$ cat src/rtl/mips_cpu_pkg.sv
// Shared definitions for the Harvard MIPS core: opcode/funct encodings, fixed addresses,
// and the bus byte-lane swap.
package mips_cpu_pkg;

  localparam logic [31:0] RESET_VECTOR = 32'hBFC00000;
  localparam logic [31:0] HALT_ADDR    = 32'h00000000;

  typedef enum logic [5:0] {
    OpSpecial = 6'h00,
    OpJ       = 6'h02,
    OpJal     = 6'h03,
    OpBeq     = 6'h04,
    OpBne     = 6'h05,
    OpBlez    = 6'h06,
    OpBgtz    = 6'h07,
    OpAddiu   = 6'h09,
    OpSlti    = 6'h0A,
    OpSltiu   = 6'h0B,
    OpAndi    = 6'h0C,
    OpOri     = 6'h0D,
    OpXori    = 6'h0E,
    OpLui     = 6'h0F,
    OpLw      = 6'h23,
    OpSw      = 6'h2B
  } opcode_e;

  typedef enum logic [5:0] {
    FnSll  = 6'h00,
    FnSrl  = 6'h02,
    FnSra  = 6'h03,
    FnSllv = 6'h04,
    FnSrlv = 6'h06,
    FnSrav = 6'h07,
    FnJr   = 6'h08,
    FnJalr = 6'h09,
    FnAddu = 6'h21,
    FnSubu = 6'h23,
    FnAnd  = 6'h24,
    FnOr   = 6'h25,
    FnXor  = 6'h26,
    FnNor  = 6'h27,
    FnSlt  = 6'h2A,
    FnSltu = 6'h2B
  } funct_e;

  function automatic logic [31:0] bswap(input logic [31:0] w);
    return {w[7:0], w[15:8], w[23:16], w[31:24]};
  endfunction

endpackage

$ cat src/rtl/mips_cpu_if.sv
// Instruction and data bus bundle; the core is the master, memories are the slave.
interface mips_cpu_if;
  logic [31:0] instr_address;
  logic [31:0] instr_readdata;
  logic [31:0] data_address;
  logic        data_write;
  logic        data_read;
  logic [31:0] data_writedata;
  logic [31:0] data_readdata;

  modport master (
    output instr_address, data_address, data_write, data_read, data_writedata,
    input  instr_readdata, data_readdata
  );

  modport slave (
    input  instr_address, data_address, data_write, data_read, data_writedata,
    output instr_readdata, data_readdata
  );
endinterface

$ cat src/rtl/mips_cpu_regfile.sv
// 32x32 GPR file: two asynchronous read ports, one synchronous write port, $2 tap.
module mips_cpu_regfile (
  input  logic        clk_i,
  input  logic        rst_ni,
  input  logic [4:0]  raddr_a_i,
  output logic [31:0] rdata_a_o,
  input  logic [4:0]  raddr_b_i,
  output logic [31:0] rdata_b_o,
  input  logic        we_i,
  input  logic [4:0]  waddr_i,
  input  logic [31:0] wdata_i,
  output logic [31:0] v0_o
);

  logic [31:0] regs_q [32];

  always_ff @(posedge clk_i or negedge rst_ni) begin
    if (!rst_ni) begin
      for (int i = 0; i < 32; i++) regs_q[i] <= '0;
    end else if (we_i && (waddr_i != 5'd0)) begin
      regs_q[waddr_i] <= wdata_i;
    end
  end

  // $0 is never written and resets to zero, so it always reads zero.
  assign rdata_a_o = regs_q[raddr_a_i];
  assign rdata_b_o = regs_q[raddr_b_i];
  assign v0_o      = regs_q[2];

endmodule

$ cat src/rtl/mips_harvard_cpu.sv
// Single-cycle MIPS I subset core with delay slots; halts on reaching address 0.
// Define MIPS_CPU_UNKNOWN_HALT_EN to halt on unsupported encodings instead of NOP.
module mips_harvard_cpu
  import mips_cpu_pkg::*;
(
  input  logic        clk,
  input  logic        reset,
  input  logic        clk_enable,
  output logic        active,
  output logic [31:0] register_v0,
  mips_cpu_if.master  bus
);

  logic [31:0] pc_q, pc_d, npc_q, npc_d;
  logic        active_q, active_d;

  logic [31:0] instr, rs_data, rt_data, simm, zimm, pc_plus4, target, wb_data;
  logic [5:0]  op, funct;
  logic [4:0]  rs, rt, rd, shamt, wb_addr;
  logic [15:0] imm;
  logic [25:0] idx;
  logic        wb_en, taken, is_lw, is_sw, known, retire, exec;

  assign instr    = bswap(bus.instr_readdata);
  assign op       = instr[31:26];
  assign rs       = instr[25:21];
  assign rt       = instr[20:16];
  assign rd       = instr[15:11];
  assign shamt    = instr[10:6];
  assign funct    = instr[5:0];
  assign imm      = instr[15:0];
  assign idx      = instr[25:0];
  assign simm     = {{16{imm[15]}}, imm};
  assign zimm     = {16'h0000, imm};
  assign pc_plus4 = pc_q + 32'd4;

  always_comb begin
    wb_en   = 1'b0;
    wb_addr = rt;
    wb_data = '0;
    taken   = 1'b0;
    target  = pc_plus4 + (simm << 2);
    is_lw   = 1'b0;
    is_sw   = 1'b0;
    known   = 1'b1;
    case (op)
      OpSpecial: begin
        wb_en   = 1'b1;
        wb_addr = rd;
        case (funct)
          FnSll:  wb_data = rt_data << shamt;
          FnSrl:  wb_data = rt_data >> shamt;
          FnSra:  wb_data = $signed(rt_data) >>> shamt;
          FnSllv: wb_data = rt_data << rs_data[4:0];
          FnSrlv: wb_data = rt_data >> rs_data[4:0];
          FnSrav: wb_data = $signed(rt_data) >>> rs_data[4:0];
          FnJr:   begin wb_en = 1'b0; taken = 1'b1; target = rs_data; end
          FnJalr: begin taken = 1'b1; target = rs_data; wb_data = pc_q + 32'd8; end
          FnAddu: wb_data = rs_data + rt_data;
          FnSubu: wb_data = rs_data - rt_data;
          FnAnd:  wb_data = rs_data & rt_data;
          FnOr:   wb_data = rs_data | rt_data;
          FnXor:  wb_data = rs_data ^ rt_data;
          FnNor:  wb_data = ~(rs_data | rt_data);
          FnSlt:  wb_data = {31'd0, $signed(rs_data) < $signed(rt_data)};
          FnSltu: wb_data = {31'd0, rs_data < rt_data};
          default: begin wb_en = 1'b0; known = 1'b0; end
        endcase
      end
      OpJ:     begin taken = 1'b1; target = {pc_plus4[31:28], idx, 2'b00}; end
      OpJal: begin
        taken   = 1'b1;
        target  = {pc_plus4[31:28], idx, 2'b00};
        wb_en   = 1'b1;
        wb_addr = 5'd31;
        wb_data = pc_q + 32'd8;
      end
      OpBeq:   taken = (rs_data == rt_data);
      OpBne:   taken = (rs_data != rt_data);
      OpBlez:  taken = rs_data[31] || (rs_data == '0);
      OpBgtz:  taken = !rs_data[31] && (rs_data != '0);
      OpAddiu: begin wb_en = 1'b1; wb_data = rs_data + simm; end
      OpSlti:  begin wb_en = 1'b1; wb_data = {31'd0, $signed(rs_data) < $signed(simm)}; end
      OpSltiu: begin wb_en = 1'b1; wb_data = {31'd0, rs_data < simm}; end
      OpAndi:  begin wb_en = 1'b1; wb_data = rs_data & zimm; end
      OpOri:   begin wb_en = 1'b1; wb_data = rs_data | zimm; end
      OpXori:  begin wb_en = 1'b1; wb_data = rs_data ^ zimm; end
      OpLui:   begin wb_en = 1'b1; wb_data = {imm, 16'h0000}; end
      OpLw:    begin is_lw = 1'b1; wb_en = 1'b1; wb_data = bswap(bus.data_readdata); end
      OpSw:    is_sw = 1'b1;
      default: known = 1'b0;
    endcase
  end

`ifdef MIPS_CPU_UNKNOWN_HALT_EN
  assign retire = known;
`else
  logic unused_known;
  assign unused_known = known;
  assign retire       = 1'b1;
`endif

  assign exec = clk_enable && active_q;

  always_comb begin
    pc_d     = pc_q;
    npc_d    = npc_q;
    active_d = active_q;
    if (exec) begin
      if (!retire) begin
        active_d = 1'b0;
      end else begin
        pc_d  = npc_q;
        npc_d = taken ? target : npc_q + 32'd4;
        if (npc_q == HALT_ADDR) active_d = 1'b0;
      end
    end
  end

  always_ff @(posedge clk or negedge reset) begin
    if (!reset) begin
      pc_q     <= RESET_VECTOR;
      npc_q    <= RESET_VECTOR + 32'd4;
      active_q <= 1'b1;
    end else begin
      pc_q     <= pc_d;
      npc_q    <= npc_d;
      active_q <= active_d;
    end
  end

  mips_cpu_regfile u_regfile (
    .clk_i     (clk),
    .rst_ni    (reset),
    .raddr_a_i (rs),
    .rdata_a_o (rs_data),
    .raddr_b_i (rt),
    .rdata_b_o (rt_data),
    .we_i      (exec && retire && wb_en),
    .waddr_i   (wb_addr),
    .wdata_i   (wb_data),
    .v0_o      (register_v0)
  );

  assign active             = active_q;
  assign bus.instr_address  = pc_q;
  assign bus.data_address   = rs_data + simm;
  assign bus.data_writedata = bswap(rt_data);
  assign bus.data_write     = exec && is_sw;
  assign bus.data_read      = active_q && is_lw;

endmodule

$ cat src/flat_wrapper.sv
// flat-port wrapper written by rule: the top's interface ports become plain ports
module mips_harvard_cpu_flat import mips_cpu_pkg::*;
  (clk, reset, clk_enable, active, register_v0, bus_instr_address, bus_data_address, bus_data_write, bus_data_read, bus_data_writedata, bus_instr_readdata, bus_data_readdata);
  mips_cpu_if bus_i ();
  input  logic clk;
  input  logic reset;
  input  logic clk_enable;
  output logic active;
  output logic [31:0] register_v0;
  output wire logic [$bits(bus_i.instr_address)-1:0] bus_instr_address;
  output wire logic [$bits(bus_i.data_address)-1:0] bus_data_address;
  output wire logic [$bits(bus_i.data_write)-1:0] bus_data_write;
  output wire logic [$bits(bus_i.data_read)-1:0] bus_data_read;
  output wire logic [$bits(bus_i.data_writedata)-1:0] bus_data_writedata;
  input wire logic [$bits(bus_i.instr_readdata)-1:0] bus_instr_readdata;
  input wire logic [$bits(bus_i.data_readdata)-1:0] bus_data_readdata;
  assign bus_instr_address = bus_i.instr_address;
  assign bus_data_address = bus_i.data_address;
  assign bus_data_write = bus_i.data_write;
  assign bus_data_read = bus_i.data_read;
  assign bus_data_writedata = bus_i.data_writedata;
  assign bus_i.instr_readdata = bus_instr_readdata;
  assign bus_i.data_readdata = bus_data_readdata;
  mips_harvard_cpu u_core (.clk(clk), .reset(reset), .clk_enable(clk_enable), .active(active), .register_v0(register_v0), .bus(bus_i));
endmodule
$ cat config.mk
export PLATFORM = sky130hd
export DESIGN_NAME = mips_harvard_cpu_flat
export DESIGN_NICKNAME = d
export VERILOG_FILES = /design/src/rtl/mips_cpu_pkg.sv /design/src/rtl/mips_cpu_if.sv /design/src/rtl/mips_cpu_regfile.sv /design/src/rtl/mips_harvard_cpu.sv /design/src/flat_wrapper.sv
export SDC_FILE = /design/constraint.sdc
export NUM_CORES = 2
export LEC_CHECK = 0
export BUFFER_PORTS_ARGS = -buffer_cell sky130_fd_sc_hd__buf_2
export CELL_PAD_IN_SITES_DETAIL_PLACEMENT = 1
export CELL_PAD_IN_SITES_GLOBAL_PLACEMENT = 2
export CORE_MARGIN = 3
export CORE_UTILIZATION = 42
export CTS_BUF_LIST = sky130_fd_sc_hd__clkbuf_8
export DETAILED_ROUTE_END_ITERATION = 12
export PLACE_DENSITY = 0.81
export RECOVER_POWER = 25
export SYNTH_ARGS = -nofsm -noshare
export SYNTH_HDL_FRONTEND = slang
export SYNTH_SLANG_ARGS = --single-unit
$ cat constraint.sdc
create_clock -name clk -period 8.6 [get_ports clk]
set_input_delay 1.29 -clock clk [delete_from_list [all_inputs] [get_ports clk]]
set_output_delay 1.29 -clock clk [all_outputs]
set_load 0.02 [all_outputs]
==> After elaboration in Yosys (flattened, before gate mapping) <==
Cells that the tools add are included.
{ "word_totals": {"register_bits": 1089, "mem_bits_ro": 0, "n_memories": 0, "output_inout_bits": 131, "latch_bits": 0, "elab_cells": 139, "ramBits": 0} }
{ "classes": {"bitwise": 10, "n_reduce_logical": 20, "shifts": 6, "order_cmp": 8, "n_addsub": 7, "muxes": 21, "eq_ne": 32, "div_mod_pow": 0, "n_mul": 0} }
{ "ops": {"columns": ["operator", "count"], "rows": [
  ["$bwmux W1024", 1],
  ["$pmux W32 S15", 1],
  ["$bmux W32 S5", 2],
  ["$pmux W32 S10", 1],
  ["$mux W32", 7],
  ["$demux W32 S5", 1],
  ["$add A32 B32 Y32", 3],
  ["$lt A32 B32 Y1", 3],
  ["$add A32 B3 Y32 const B", 2],
  ["$logic_not A32 Y1", 2],
  ["$pmux W32 S2", 1],
  ["$shl A32 B5 Y32", 2],
  ["$shr A32 B5 Y32", 2],
  ["$sshr A32 B5 Y32", 2],
  ["$eq A6 B6 Y1 const B", 10],
  ["$eq A6 B4 Y1 const B", 9],
  ["$eq A6 B3 Y1 const B", 7],
  ["$add A32 B4 Y32 const B", 1],
  ["$and A32 B16 Y32", 1],
  ["$and A32 B32 Y32", 1],
  ["$eq A32 B32 Y1", 1],
  ["$lt A32 B16 Y1", 1],
  ["$ne A32 B32 Y1", 1],
  ["$not A32 Y32", 1],
  ["23 further kinds", 41]
]} }

==> Depth between registers and ports, before layout <==
{ "logic_depth": {"depth_word": 9, "mapped_depth": 28, "ltp_nobuf": 19} }

==> Modules after synthesis <==
A second synthesis with hierarchy kept.
{ "hier_totals": {"hier_cells": 7784, "area_unflattened_um2": 78539.1} }
{ "by_module_without_submodules": {"columns": ["mod", "instances", "area_each_um2", "cells_each", "seq_area_each_um2"], "rows": [
  ["mips_cpu_regfile", 1, 56182.6, 4633, 25624.6],
  ["mips_harvard_cpu", 1, 22356.4, 3151, 1651.6]
]} }

==> Least setup slack after synthesis <==
Ideal clock, no wire load.
{ "synth_path": {"kind": "input-to-output", "start": "input bus_instr_readdata[14]", "end": "output bus_data_address[31]", "t_required_ns": 7.310, "t_arrival_ns": 6.513, "path_buffers": 7, "path_stages": 22, "setup_slack_ns": 0.797, "path_cell_list": "buf_6 buf_8 buf_6 buf_6 buf_2 clkbuf_1 mux4_2 mux4_2 mux2_2 inv_1 ha_1 clkbuf_1 or3_1 o21ai_0 a211oi_1 nand4_1 a2111o_1 a2111oi_0 o21ai_0 a21oi_1 nor2_1 xnor2_1"} }
{ "synth_between": {"elab_chain_cells": 5} }
{ "synth_lines": {"columns": ["item", "line", "source"], "rows": [
  ["from (decl)", "flat_wrapper.sv:15", "input wire logic [$bits(bus_i.instr_readdata)-1:0] bus_instr_readdata;"],
  ["$not A5 Y6 (implied by the code)", "mips_cpu_regfile.sv:26", "assign rdata_a_o = regs_q[raddr_a_i];"],
  ["$bmux W32 S5", "mips_cpu_regfile.sv:26", null],
  ["$mux W32 (implied by the code) (2 in series)", "mips_cpu_regfile.sv:26", null],
  ["$add A32 B32 Y32", "mips_harvard_cpu.sv:147", "assign bus.data_address = rs_data + simm;"],
  ["to (decl)", "flat_wrapper.sv:11", "output wire logic [$bits(bus_i.data_address)-1:0] bus_data_address;"]
]} }
Every way passes these cells. The select of a mux whose other input is x is not followed.

==> Worst setup path in the final report <==
Same ends and word-level chain as after synthesis.

==> summary.txt <==
Clock tree
  – CTS HTree Levels: 4
  – Clock transition at the register clock pins on the worst setup and hold paths after CTS: 60 ps
  – Clock tree from TritonCTS: built
  – Clock Tree Buf Depth: 3
  – Later-pin clock latency in the skew report: 1030 ps
  – TritonCTS Buffers: 194
  – Setup bufs post-CTS: 0
  – CTS root buffer: sky130_fd_sc_hd__clkbuf_8
  – # clock sinks: 1089
  – Hold_buf cts: 0

Critical path
  – Worst Path Buf+Inv: 10
  – Worst-path fanout max: 40
  – Crit path launch: bus_instr_readdata[14]
  – Critical-path cell with the highest stage delay: sky130_fd_sc_hd__buf_4
  – Launching element type of the critical path: input pin
  – Data arrival time at the worst-slack endpoint: 7200 ps
  – Most frequent CP cell: sky130_fd_sc_hd__buf_4
  – Critical Path Sink Type: output pin
  – Slowest stage delay, CP: 580 ps
  – Required @ worst endpoint: 7310 ps
  – Dominant delay contributor by cell family on the critical path: buffers and inverters
  – Critical path class: in -> out
  – Reg2Reg Launch Point: u_core.active

Floorplan
  – Die span in x: 446 um
  – Effective utilization at floorplan: 0.426
  – Row count: 160
  – Boundary pin count: 198
  – Overall die height: 446 um
  – Core Area: 191000 um^2
  – Die outline area: 199000 um^2

Drt
  – Highest metal used: met5
  – Post-detailed-route DRC marker count: 0
  – DRT met1 WL: 178000 um
  – DR WL/cell: 41.2 um
  – Met3 Wirelength: 51900 um
  – Detailed-routed wire length on met2: 199000 um
  – Post-detailed-routing wire length: 476000 um
  – Vias/cell: 7.31
  – Number of nets with antenna violations after detailed routing: 0
  – Number of DRC markers after the initial detailed-route iteration: 11400
  – Total vias in the final route: 84400
  – Number of iterations in the first detailed-routing pass: 7

Placement
  – Final weighted congestion in routability-driven placement: 1.03
  – Placed wire-length estimate: 339000 um
  – Number of buffers inserted by port buffering: 197

Final layout
  – Proportion of layout cells with a drive suffix above 1: 0.208
  – Fill cell total of the finished layout: 21500
  – Area Overhead vs Synth: 12.5%
  – Top library cells by usage in the layout, fill and taps aside: sky130_fd_sc_hd__dfrtp_1, sky130_fd_sc_hd__nand2_1, sky130_fd_sc_hd__mux2i_1
  – Net total in the final layout: 9152
  – Most common cell after layout, fill and taps aside: sky130_fd_sc_hd__dfrtp_1
  – Fin util: 0.479

Global routing
  – First-pass GRT wire length: 661000 um
  – Via count of the first global-routing pass: 83500
  – Grt total ovfl: 0
  – Antenna violations before repair: 38
  – Largest net degree at the start of global routing: 180
  – Global-route usage over all layers: 0.466

Pwr
  – Part of the total power dissipated in sequential elements: 0.396
  – Fraction of power spent switching nets: 0.331
  – Clock network fraction of design power: 0.412
  – Pint: 8.67 mW
  – Combinational power share: 0.192
  – Net switching power: 4.28 mW
  – Power density relative to cell area: 141 nW/um^2
  – Leakage dissipation: 40.1 nW
  – Worst-case vdd ir drop: 0.150 mV

STA
  – Max Clock Skew: 86.2 ps
  – Final slew viol count: 721
  – Maximum operating frequency: 118 MHz
  – Final period utilization: 0.987
  – Minimum period implied by the final worst setup slack: 8490 ps
  – Final Hold Vio Count: 0
  – Headroom to the max-slew limit: -2.68
  – Pin slew with the least headroom to its limit: 5510 ps
  – Smallest hold slack: 402 ps
  – Final Setup Violations: 0
  – RSZ-0062 raised after global routing: false

Synthesis
  – Count of cell types in the netlist: 109
  – Proportion of synthesized flip-flops having asynchronous set or reset: 1.00
  – Synthesized cell area: 81400 um^2
  – Synthesized Nets: 9128
  – Most common flop cell mapped by yosys: sky130_fd_sc_hd__dfrtp_1
  – Post-synthesis sequential area ratio: 0.335
  – Number of synthesized flops with an enable pin: 0
  – Post-synthesis average cell area: 9.23 um^2
  – Number of storage elements in the synthesis netlist: 1089
  – Number of warnings printed during yosys synthesis: 0
  – Cell count after synthesis: 8824

Job
  – Number of max-cap violations: 8

Worst hold path
  – Min-Delay Startpoint: u_core.u_regfile.regs_q[1019]
  – Hold Crit Class: reg -> reg

Run status
  – Status: complete, but fails checks
  – Violated checks: max-capacitance violations, max-slew violations
-- sequential cells by signal (all words and copies together), names as in the netlist --
register                  count
u_core.u_regfile.v0_o        32
u_core.u_regfile.regs_q     992
u_core.bus.instr_address     32
u_core.active                 1
u_core.npc_q                 32
-- cell usage after synthesis, types with 59 or more instances --
cell type / instances / area share
sky130_fd_sc_hd__a211oi_1: 141 / 0.013
sky130_fd_sc_hd__a21oi_1: 322 / 0.020
sky130_fd_sc_hd__a221oi_1: 59 / 0.0063
sky130_fd_sc_hd__a22oi_1: 237 / 0.022
sky130_fd_sc_hd__a31oi_1: 180 / 0.014
sky130_fd_sc_hd__a41oi_1: 70 / 0.0075
sky130_fd_sc_hd__buf_2: 160 / 0.0098
sky130_fd_sc_hd__buf_4: 88 / 0.0081
sky130_fd_sc_hd__clkbuf_1: 625 / 0.029
sky130_fd_sc_hd__dfrtp_1: 1069 / 0.33
sky130_fd_sc_hd__ha_1: 233 / 0.036
sky130_fd_sc_hd__inv_1: 158 / 0.0073
sky130_fd_sc_hd__mux2_2: 323 / 0.045
sky130_fd_sc_hd__mux2i_1: 705 / 0.087
sky130_fd_sc_hd__mux4_2: 308 / 0.085
sky130_fd_sc_hd__nand2_1: 1001 / 0.046
sky130_fd_sc_hd__nand3_1: 339 / 0.021
sky130_fd_sc_hd__nor2_1: 561 / 0.026
sky130_fd_sc_hd__nor3_1: 146 / 0.0090
sky130_fd_sc_hd__nor4_1: 87 / 0.0067
sky130_fd_sc_hd__o211ai_1: 166 / 0.015
sky130_fd_sc_hd__o21ai_0: 523 / 0.032
sky130_fd_sc_hd__o21ai_1: 105 / 0.0065
sky130_fd_sc_hd__o22ai_1: 180 / 0.014
sky130_fd_sc_hd__o31ai_1: 62 / 0.0057
sky130_fd_sc_hd__o32ai_1: 68 / 0.0073
sky130_fd_sc_hd__xnor2_1: 67 / 0.0072
-- layout make-up --
class	count	area, um^2	share of cell area
multi-input combinational	6641	50300	0.549
clock buffer	249	3430	0.0374
inverter	169	638	0.00697
antenna	25	62.6	0.000683
tap	2511	3140	0.0343
sequential	1089	27300	0.298
timing repair buffer	753	6030	0.0658
clock inverter	108	768	0.00839
-- repair_timing --
item                       in CTS  in global routing
setup endpoints to repair       3                  3
gates resized for setup         0                  7
cloned                          0                  1
pin swaps                       0                  0
-- worst register-to-register path, stage by stage, from the launching register on --
cell and delay, ps:
sky130_fd_sc_hd__dfstp_1 680, sky130_fd_sc_hd__and2_2 200, sky130_fd_sc_hd__clkbuf_1 2320, sky130_fd_sc_hd__o21ai_1 1440, sky130_fd_sc_hd__or2_2 690, sky130_fd_sc_hd__nor2b_1 510
sky130_fd_sc_hd__nand2_1 660, sky130_fd_sc_hd__nor2_1 1230, sky130_fd_sc_hd__o21ai_1 240, sky130_fd_sc_hd__nand3_1 170
-- metal layers --
layer,vias to the layer above,GRT usage
met5,-,0
met4,19,0.378
met3,1818,0.138
met2,5964,0.673
met1,43300,0.577
li1,33300,-
-- through the flow --
stage | power, mW | TNS (ps) | cells | cell area (um^2) | setup WS [ps]
floorplan | 6.44 | 0 | 8824 | 81400 | 797
global placement | 7.59 | -101 | 11200 | 87300 | -93.1
detailed placement | 7.60 | -1090 | 11200 | 87300 | -170
CTS | 12.9 | 0 | 11500 | 91500 | 7.34
global route | 13.3 | 0 | 11500 | 91500 | 4.50
finish | 13.0 | 0 | 11500 | 91600 | 112
-- power by group through the flow --
stage | clock network, mW | registers, mW | logic, mW
5_1_grt | 5.61 | 5.12 | 2.55
2_1_floorplan | 0 | 5.22 | 1.22
3_5_place_dp | 0 | 5.22 | 2.38
3_3_place_gp | 0 | 5.22 | 2.37
6_report | 5.34 | 5.13 | 2.49
4_1_cts | 5.35 | 5.13 | 2.39
-- logic make-up after synthesis --
| group | after synthesis | synth area share |
|---|---|---|
| mux | 1338 | 0.217 |
| simple gates | 2446 | 0.134 |
| flops | 1089 | 0.335 |
| compound gates | 2513 | 0.207 |
| fa+ha+maj | 237 | 0.0368 |
| xor+xnor | 107 | 0.0115 |
| buf+inv | 1094 | 0.0587 |
-- final timing paths --
check                                           endpoint  slack [ps]  cells past startpoint
setup / recovery                    bus_data_address[31]         110                     25
hold / removal             u_core.u_regfile.regs_q[1019]         400                      0
setup reg to reg            u_core.u_regfile.regs_q[856]         320                      9
hold reg to reg            u_core.u_regfile.regs_q[1019]         400                      0
max in group asynchronous   u_core.u_regfile.regs_q[614]        1140                      2
min in group asynchronous   u_core.u_regfile.regs_q[770]        1000                      1
Power figures use the tool's default switching activity.
